$ cat config.mk
export PLATFORM = sky130hd
export DESIGN_NAME = ctrl_code_issuer_flat
export DESIGN_NICKNAME = d
export VERILOG_FILES = /design/src/rtl/ctrl_issue_pkg.sv /design/src/rtl/ctrl_code_issuer_if.sv /design/src/rtl/ctrl_issue_fifo.sv /design/src/rtl/ctrl_code_issuer.sv /design/src/flat_wrapper.sv
export SDC_FILE = /design/constraint.sdc
export NUM_CORES = 1
export LEC_CHECK = 0
export CAP_MARGIN = 5
export CORE_MARGIN = 3
export CORE_UTILIZATION = 57
export DETAILED_ROUTE_END_ITERATION = 7
export PLACE_DENSITY_LB_ADDON = 0.08
export SLEW_MARGIN = 20
export SYNTH_ARGS = -nofsm -noshare
export SYNTH_HDL_FRONTEND = slang
export SYNTH_HIERARCHICAL = 1
export SYNTH_SLANG_ARGS = --single-unit
$ cat constraint.sdc
create_clock -name clk -period 2.53 [get_ports clk]
set_input_delay 0.506 -clock clk [delete_from_list [all_inputs] [get_ports clk]]
set_output_delay 0.506 -clock clk [all_outputs]
set_load 0.05 [all_outputs]
$ cat src/rtl/ctrl_issue_pkg.sv
// ctrl_issue_pkg: shared types and constants for the control-code issuer.
// Code bit i drives control decoder input pi<i>.
package ctrl_issue_pkg;

  localparam int CODE_W    = 7;
  // Repeat-count width of the stored FIFO entry; the issuer's CNT_W follows it.
  localparam int CNT_W_DEF = 4;

  localparam int CODE_B0 = 0;
  localparam int CODE_B1 = 1;
  localparam int CODE_B2 = 2;
  localparam int CODE_B3 = 3;
  localparam int CODE_B4 = 4;
  localparam int CODE_B5 = 5;
  localparam int CODE_B6 = 6;

  typedef enum logic {
    IDLE  = 1'b0,
    ISSUE = 1'b1
  } state_t;

  typedef struct packed {
    logic [CODE_W-1:0]    code;
    logic [CNT_W_DEF-1:0] rpt;
  } entry_t;

endpackage

$ cat src/rtl/ctrl_code_issuer_if.sv
// ctrl_code_issuer_if: request port (sequencer -> issuer) and beat port
// (issuer -> decoder). Parity signals exist only with CTRL_ISSUE_PARITY_EN.
interface ctrl_code_issuer_if #(
  parameter int CNT_W = 4
);
  logic             req_valid;
  logic             req_ready;
  logic [6:0]       req_code;
  logic [CNT_W-1:0] req_repeat;
  logic             out_valid;
  logic             out_ready;
  logic [6:0]       out_code;
  logic             out_last;
`ifdef CTRL_ISSUE_PARITY_EN
  logic             req_par;
  logic             out_par;
`endif

  // Environment side: sequencer plus decoder
  modport master (
    output req_valid, req_code, req_repeat, out_ready,
`ifdef CTRL_ISSUE_PARITY_EN
    output req_par,
    input  out_par,
`endif
    input  req_ready, out_valid, out_code, out_last
  );

  // Issuer side
  modport slave (
    input  req_valid, req_code, req_repeat, out_ready,
`ifdef CTRL_ISSUE_PARITY_EN
    input  req_par,
    output out_par,
`endif
    output req_ready, out_valid, out_code, out_last
  );
endinterface

$ cat src/rtl/ctrl_issue_fifo.sv
// ctrl_issue_fifo: synchronous FIFO, DEPTH a power of two, with flush.
// Pointers carry one extra wrap bit to separate full from empty.
module ctrl_issue_fifo #(
  parameter int  DEPTH = 4,
  parameter type T     = logic [7:0]
) (
  input  logic clk,
  input  logic rst_n,
  input  logic flush,
  input  logic push,
  input  T     wdata,
  input  logic pop,
  output T     rdata,
  output logic full,
  output logic empty
);
  localparam int AW = $clog2(DEPTH);

  logic [AW:0] wp, rp;
  T            mem [DEPTH];
  logic        do_push, do_pop;

  assign do_push = push && !full && !flush;
  assign do_pop  = pop && !empty && !flush;
  assign empty   = (wp == rp);
  assign full    = (wp[AW] != rp[AW]) && (wp[AW-1:0] == rp[AW-1:0]);
  assign rdata   = mem[rp[AW-1:0]];

  // Pointer update; flush discards all entries
  always_ff @(posedge clk or negedge rst_n) begin
    if (!rst_n) begin
      wp <= '0;
      rp <= '0;
    end else if (flush) begin
      wp <= '0;
      rp <= '0;
    end else begin
      if (do_push) wp <= wp + 1'b1;
      if (do_pop)  rp <= rp + 1'b1;
    end
  end

  // Storage write; contents are don't-care until pointed at
  always_ff @(posedge clk) begin
    if (do_push) mem[wp[AW-1:0]] <= wdata;
  end
endmodule

$ cat src/rtl/ctrl_code_issuer.sv
// ctrl_code_issuer: buffers {code, repeat} requests and issues each code
// repeat+1 times to the control decoder, marking the final beat.
// Optional feature macro: CTRL_ISSUE_PARITY_EN (req_par check, out_par).
module ctrl_code_issuer
  import ctrl_issue_pkg::*;
#(
  parameter int DEPTH = 4,
  parameter int CNT_W = CNT_W_DEF
) (
  input  logic                clk,
  input  logic                rst_n,
  input  logic                flush,
  output logic                busy,
  ctrl_code_issuer_if.slave   bus
);
  state_t            state_q, state_d;
  logic [CNT_W-1:0]  cnt_q;
  logic [CODE_W-1:0] code_q;
  entry_t            wr_ent, rd_ent;
  logic              full, empty;
  logic              push, pop, beat, cnt_zero, par_ok;

  assign beat     = (state_q == ISSUE) && bus.out_ready;
  assign cnt_zero = (cnt_q == '0);

`ifdef CTRL_ISSUE_PARITY_EN
  logic par_q;
  // Bad-parity requests are handshaken but never stored
  assign par_ok      = ((^bus.req_code) == bus.req_par);
  assign bus.out_par = par_q;
`else
  assign par_ok = 1'b1;
`endif

  // No write bypass: a full FIFO refuses even if it pops this cycle
  assign bus.req_ready = !full;
  assign push = bus.req_valid && !full && !flush && par_ok;
  // Load the hold regs from IDLE, or chain the next entry on the last beat
  assign pop  = !flush && !empty &&
                ((state_q == IDLE) || (beat && cnt_zero));

  assign wr_ent.code = bus.req_code;
  assign wr_ent.rpt  = CNT_W_DEF'(bus.req_repeat);

  ctrl_issue_fifo #(.DEPTH(DEPTH), .T(entry_t)) u_fifo (
    .clk   (clk),
    .rst_n (rst_n),
    .flush (flush),
    .push  (push),
    .wdata (wr_ent),
    .pop   (pop),
    .rdata (rd_ent),
    .full  (full),
    .empty (empty)
  );

  // FSM state register
  always_ff @(posedge clk or negedge rst_n) begin
    if (!rst_n) state_q <= IDLE;
    else        state_q <= state_d;
  end

  // FSM next state; flush wins over everything
  always_comb begin
    state_d = state_q;
    if (flush) begin
      state_d = IDLE;
    end else begin
      case (state_q)
        IDLE:    if (!empty) state_d = ISSUE;
        ISSUE:   if (beat && cnt_zero && empty) state_d = IDLE;
        default: state_d = IDLE;
      endcase
    end
  end

  // FSM outputs; out_last is decoded so it cannot disagree with cnt
  always_comb begin
    bus.out_valid = (state_q == ISSUE);
    bus.out_last  = (state_q == ISSUE) && cnt_zero;
    bus.out_code  = code_q;
    busy          = (state_q == ISSUE) || !empty;
  end

  // Hold registers: load on pop, count down on accepted non-final beats
  always_ff @(posedge clk or negedge rst_n) begin
    if (!rst_n) begin
      code_q <= '0;
      cnt_q  <= '0;
`ifdef CTRL_ISSUE_PARITY_EN
      par_q  <= 1'b0;
`endif
    end else if (flush) begin
      code_q <= '0;
      cnt_q  <= '0;
`ifdef CTRL_ISSUE_PARITY_EN
      par_q  <= 1'b0;
`endif
    end else if (pop) begin
      code_q <= rd_ent.code;
      cnt_q  <= CNT_W'(rd_ent.rpt);
`ifdef CTRL_ISSUE_PARITY_EN
      par_q  <= ^rd_ent.code;
`endif
    end else if (beat && !cnt_zero) begin
      cnt_q  <= cnt_q - 1'b1;
    end
  end
endmodule

$ cat src/flat_wrapper.sv
// flat-port wrapper written by rule: the top's interface ports become plain ports
module ctrl_code_issuer_flat import ctrl_issue_pkg::*;
#(
  parameter int DEPTH = 4,
  parameter int CNT_W = CNT_W_DEF
)
  (clk, rst_n, flush, busy, bus_req_valid, bus_req_code, bus_req_repeat, bus_out_ready, bus_req_ready, bus_out_valid, bus_out_code, bus_out_last);
  ctrl_code_issuer_if #(.CNT_W(CNT_W)) bus_i ();
  input  logic clk;
  input  logic rst_n;
  input  logic flush;
  output logic busy;
  input wire logic [$bits(bus_i.req_valid)-1:0] bus_req_valid;
  input wire logic [$bits(bus_i.req_code)-1:0] bus_req_code;
  input wire logic [$bits(bus_i.req_repeat)-1:0] bus_req_repeat;
  input wire logic [$bits(bus_i.out_ready)-1:0] bus_out_ready;
  output wire logic [$bits(bus_i.req_ready)-1:0] bus_req_ready;
  output wire logic [$bits(bus_i.out_valid)-1:0] bus_out_valid;
  output wire logic [$bits(bus_i.out_code)-1:0] bus_out_code;
  output wire logic [$bits(bus_i.out_last)-1:0] bus_out_last;
  assign bus_i.req_valid = bus_req_valid;
  assign bus_i.req_code = bus_req_code;
  assign bus_i.req_repeat = bus_req_repeat;
  assign bus_i.out_ready = bus_out_ready;
  assign bus_req_ready = bus_i.req_ready;
  assign bus_out_valid = bus_i.out_valid;
  assign bus_out_code = bus_i.out_code;
  assign bus_out_last = bus_i.out_last;
  ctrl_code_issuer #(.DEPTH(DEPTH), .CNT_W(CNT_W)) u_core (.clk(clk), .rst_n(rst_n), .flush(flush), .busy(busy), .bus(bus_i));
endmodule
==> metrics.csv <==
stage;metric;value;unit
timing;worst_pin_slew;0.522;ns
global_routing;grt_usage;21.0;%
clock_network;cts-buffers-inserted;9;
clock_network;clock_sinks;62;
power_and_ir_drop;p_sw;1.14;mW
setup_path;cp_max_fo;11;
setup_path;required;2.53;ns
floorplan;pin_count;27;
place;place_hpwl;3780;µm
clock_network;cts.htree.levels;3;
power_and_ir_drop;leakagePower;1.26;nW
yosys;synth_cells;201;
global_routing;grt_pass1_wl;9270;µm
setup_path;critical_path_buf_inv_count;2;
final_layout;fin_cells;312;
floorplan;core-area;4790;µm²
final_layout;final_cell_area;3470;µm²
final_layout;layout_common_cells;44 x edfxtp_1, 23 x clkdlybuf4s50_1, 20 x nand2_1, 18 x dfrtp_1;
clock_network;post_cts_resized;0;
detailed_routing;vias;1823;
timing;rsz0062_at_grt;true;
yosys;async_reset_ff_share;29.0;%
final_layout;area_growth;21.4;%
power_and_ir_drop;internal_power;2.22;mW
timing;fmax;417;MHz
clock_network;post_cts_buffers;0;
outcome;status;completed;
setup_path;crit_chain;xnor2_2, nand2_1, nor2_1, inv_1, and3_1, inv_1, a311oi_1, and2_2;
setup_path;path_class;register to register;
place;routabilityCongestion;0.918;
clock_network;tritoncts;built;
timing;skew;0.00747;ns
global_routing;grt_max_degree;27;
power_and_ir_drop;seq_power_share;37.9;%
yosys;synth-seq-cells;62;
timing;final.setup.tns;0;ns
power_and_ir_drop;combPwrFrac;35.4;%
detailed_routing;wl_per_cell;17.8;µm
power_and_ir_drop;swShare;34.0;%
final_layout;multiInputGateArea;986;µm²
detailed_routing;vias_per_cell;5.84;
yosys;synth.top_cell.area_share;46.2;%
final_layout;n_antenna_cell;0;
power_and_ir_drop;clock_power_share;26.8;%
yosys;yosysWarnings;6;
clock_network;worstSkewPairLatency;0.33;ns
min_path;min_path_type;input pin to asynchronous set/reset pin;
floorplan;rows;25;
yosys;syn_area;2860;µm²
final_layout;num-fill-cells;306;
global_routing;antenna_found_initial;0;
yosys;synthFlopType;edfxtp_1;
timing;relSlewSlack;65.1;%
floorplan;start_util;59.8;%
final_layout;regArea;1770;µm²
floorplan;die_area;5910;µm²
detailed_routing;drc;0;
yosys;synthesis.nets;223;
detailed_routing;drt_iter0_markers;173;
yosys;ys_types;49;
setup_path;crit_path_max_incr_delay;0.49;ns
timing;drv_slew;0;
detailed_routing;postRouteAntennaNets;0;
timing;setup_violations;0;
run;max_cap_violations;0;
place;io_buffers;26;
timing;fin_crit_sh;94.8;%
yosys;yosysSeqAreaShare;61.9;%
setup_path;cp-start-kind;register;
final_layout;layout-drive-gt1-share;20.4;%
yosys;synth-edff-count;44;
final_layout;nNetsFinal;262;
power_and_ir_drop;ir_drop;546;µV
setup_path;crit_arrival;2.40;ns
detailed_routing;dr.pass1.iters;4;
setup_path;path_common_cell;inv_1;
yosys;netlist.top_cell.by_area;edfxtp_1;
global_routing;grt_pass1_vias;1872;
clock_network;cts.path.max_buffers;2;
yosys;synth.area.top_cells;edfxtp_1 46%, dfrtp_1 16%, mux4_2 7.1%;
timing;hold_viol_final;0;
setup_path;crit_family;simple AND/OR/NAND/NOR gates;
place;placed_cell_area;3260;µm²
yosys;avgSynthCellArea;14.2;µm²
final_layout;layout_commonest_cell;edfxtp_1;
detailed_routing;routed_wirelength;5570;µm
setup_path;setup.worst_path.end_class;register;
global_routing;grt_overflow;0;
floorplan;die_x;76.9;µm
power_and_ir_drop;p_per_area;966;nW/µm²
clock_network;postCtsHoldBufs;0;
clock_network;path_clk_slew;0.07;ns
timing;period_needed;2.40;ns
clock_network;clockRootBuffer;clkbuf_8;
floorplan;die_h;76.9;µm
place;dp.cells;296;
setup_path;crit_slowest_cell;dfrtp_1;
final_layout;utilization;72.6;%
[synth_stat cells (all sizes together) (3+ instances only)]
master and number:
a21oi 7, and2 5, and3 3, buf 11, dfrtp 18, edfxtp 44
ha 6, inv 8, mux4 11, nand2 20, nand2b 5, nor2 5
nor3b 3, o211ai 3, o21ai 13, xnor2 3, xor2 3
[power groups by stage]
stage	clock network [mW]	logic [mW]	registers [mW]
finish	0.898	1.19	1.27
global route	0.971	1.28	1.29
CTS	0.919	1.18	1.27
detailed placement	0	1.18	1.29
global placement	0	1.15	1.28
floorplan	0	0.716	1.42
[worst paths after layout]
path,from,end,slack [ns],cells past startpoint
setup / recovery,u_core/u_fifo/wp[0]$_DFFE_PN0P_,u_core/u_fifo/mem[1][9]$_DFFE_PP_,0.13,8
hold / removal,rst_n,u_core/u_fifo/rp[0]$_DFFE_PN0P_,0.52,2
setup reg to reg,u_core/u_fifo/wp[0]$_DFFE_PN0P_,u_core/u_fifo/mem[1][9]$_DFFE_PP_,0.13,8
hold reg to reg,u_core/bus.out_code[0]$_DFFE_PN0P_,u_core/bus.out_code[0]$_DFFE_PN0P_,0.55,2
max in group asynchronous,rst_n,u_core/bus.out_code[4]$_DFFE_PN0P_,1.79,2
min in group clk,u_core/bus.out_code[0]$_DFFE_PN0P_,u_core/bus.out_code[0]$_DFFE_PN0P_,0.55,2
[sequential cells by signal, indices dropped and copies added (netlist names)]
register and cells:
u_core/u_fifo/mem 44, u_core/bus.out_code 7, u_core/cnt_q 4, u_core/u_fifo/rp 3, u_core/u_fifo/wp 3, u_core/bus.out_valid 1
[logic make-up after synthesis]
group / count (synthesis) / synth area share [%]
AND/OR/NAND/NOR: 56 / 11.0
AO/OA/AOI/OAI: 40 / 9.53
adder cells (fa/ha/maj): 6 / 2.62
XOR/XNOR: 6 / 2.10
buffers and inverters: 20 / 3.94
flip-flops: 62 / 61.9
multiplexers: 11 / 8.92
[cell type report]
| class | count | area share (%) |
|---|---|---|
| tap | 67 | 2.41 |
| clock inverter | 3 | 1.22 |
| clock buffer | 13 | 4.86 |
| multi-input combinational | 119 | 28.4 |
| sequential | 62 | 51.0 |
| timing repair buffer | 39 | 11.2 |
| inverter | 9 | 0.972 |
[metal layers]
| layer | routed length, µm | global-route usage, % | vias to the layer above | share of wire [%] |
|---|---|---|---|---|
| met5 | 0 | 0 | - | 0 |
| met4 | 63 | 7.07 | 0 | 1.1 |
| li1 | - | - | 851 | - |
| met2 | 2910 | 36.4 | 60 | 52 |
| met3 | 344 | 6.10 | 8 | 6.2 |
| met1 | 2250 | 25.0 | 904 | 40 |
[per-stage QoR]
stage / worst slack (ns) / power (mW) / hold WS (ns)
after global placement: 0.190 / 2.44 / 0.523
after floorplan: 0.00596 / 2.13 / 0.210
after global routing: -0.00208 / 3.53 / 0.528
after CTS: 0.0978 / 3.37 / 0.515
final: 0.132 / 3.35 / 0.521
after detailed placement: 0.166 / 2.47 / 0.531
[worst reg2reg max path, cell delays in order, from the launching register on]
cell	delay (ns)
dfrtp_1	0.49
xnor2_2	0.19
nand2_1	0.15
nor2_1	0.07
inv_1	0.11
and3_1	0.19
inv_1	0.07
a311oi_1	0.39
and2_2	0.42
(Power assumes the default switching activity.)
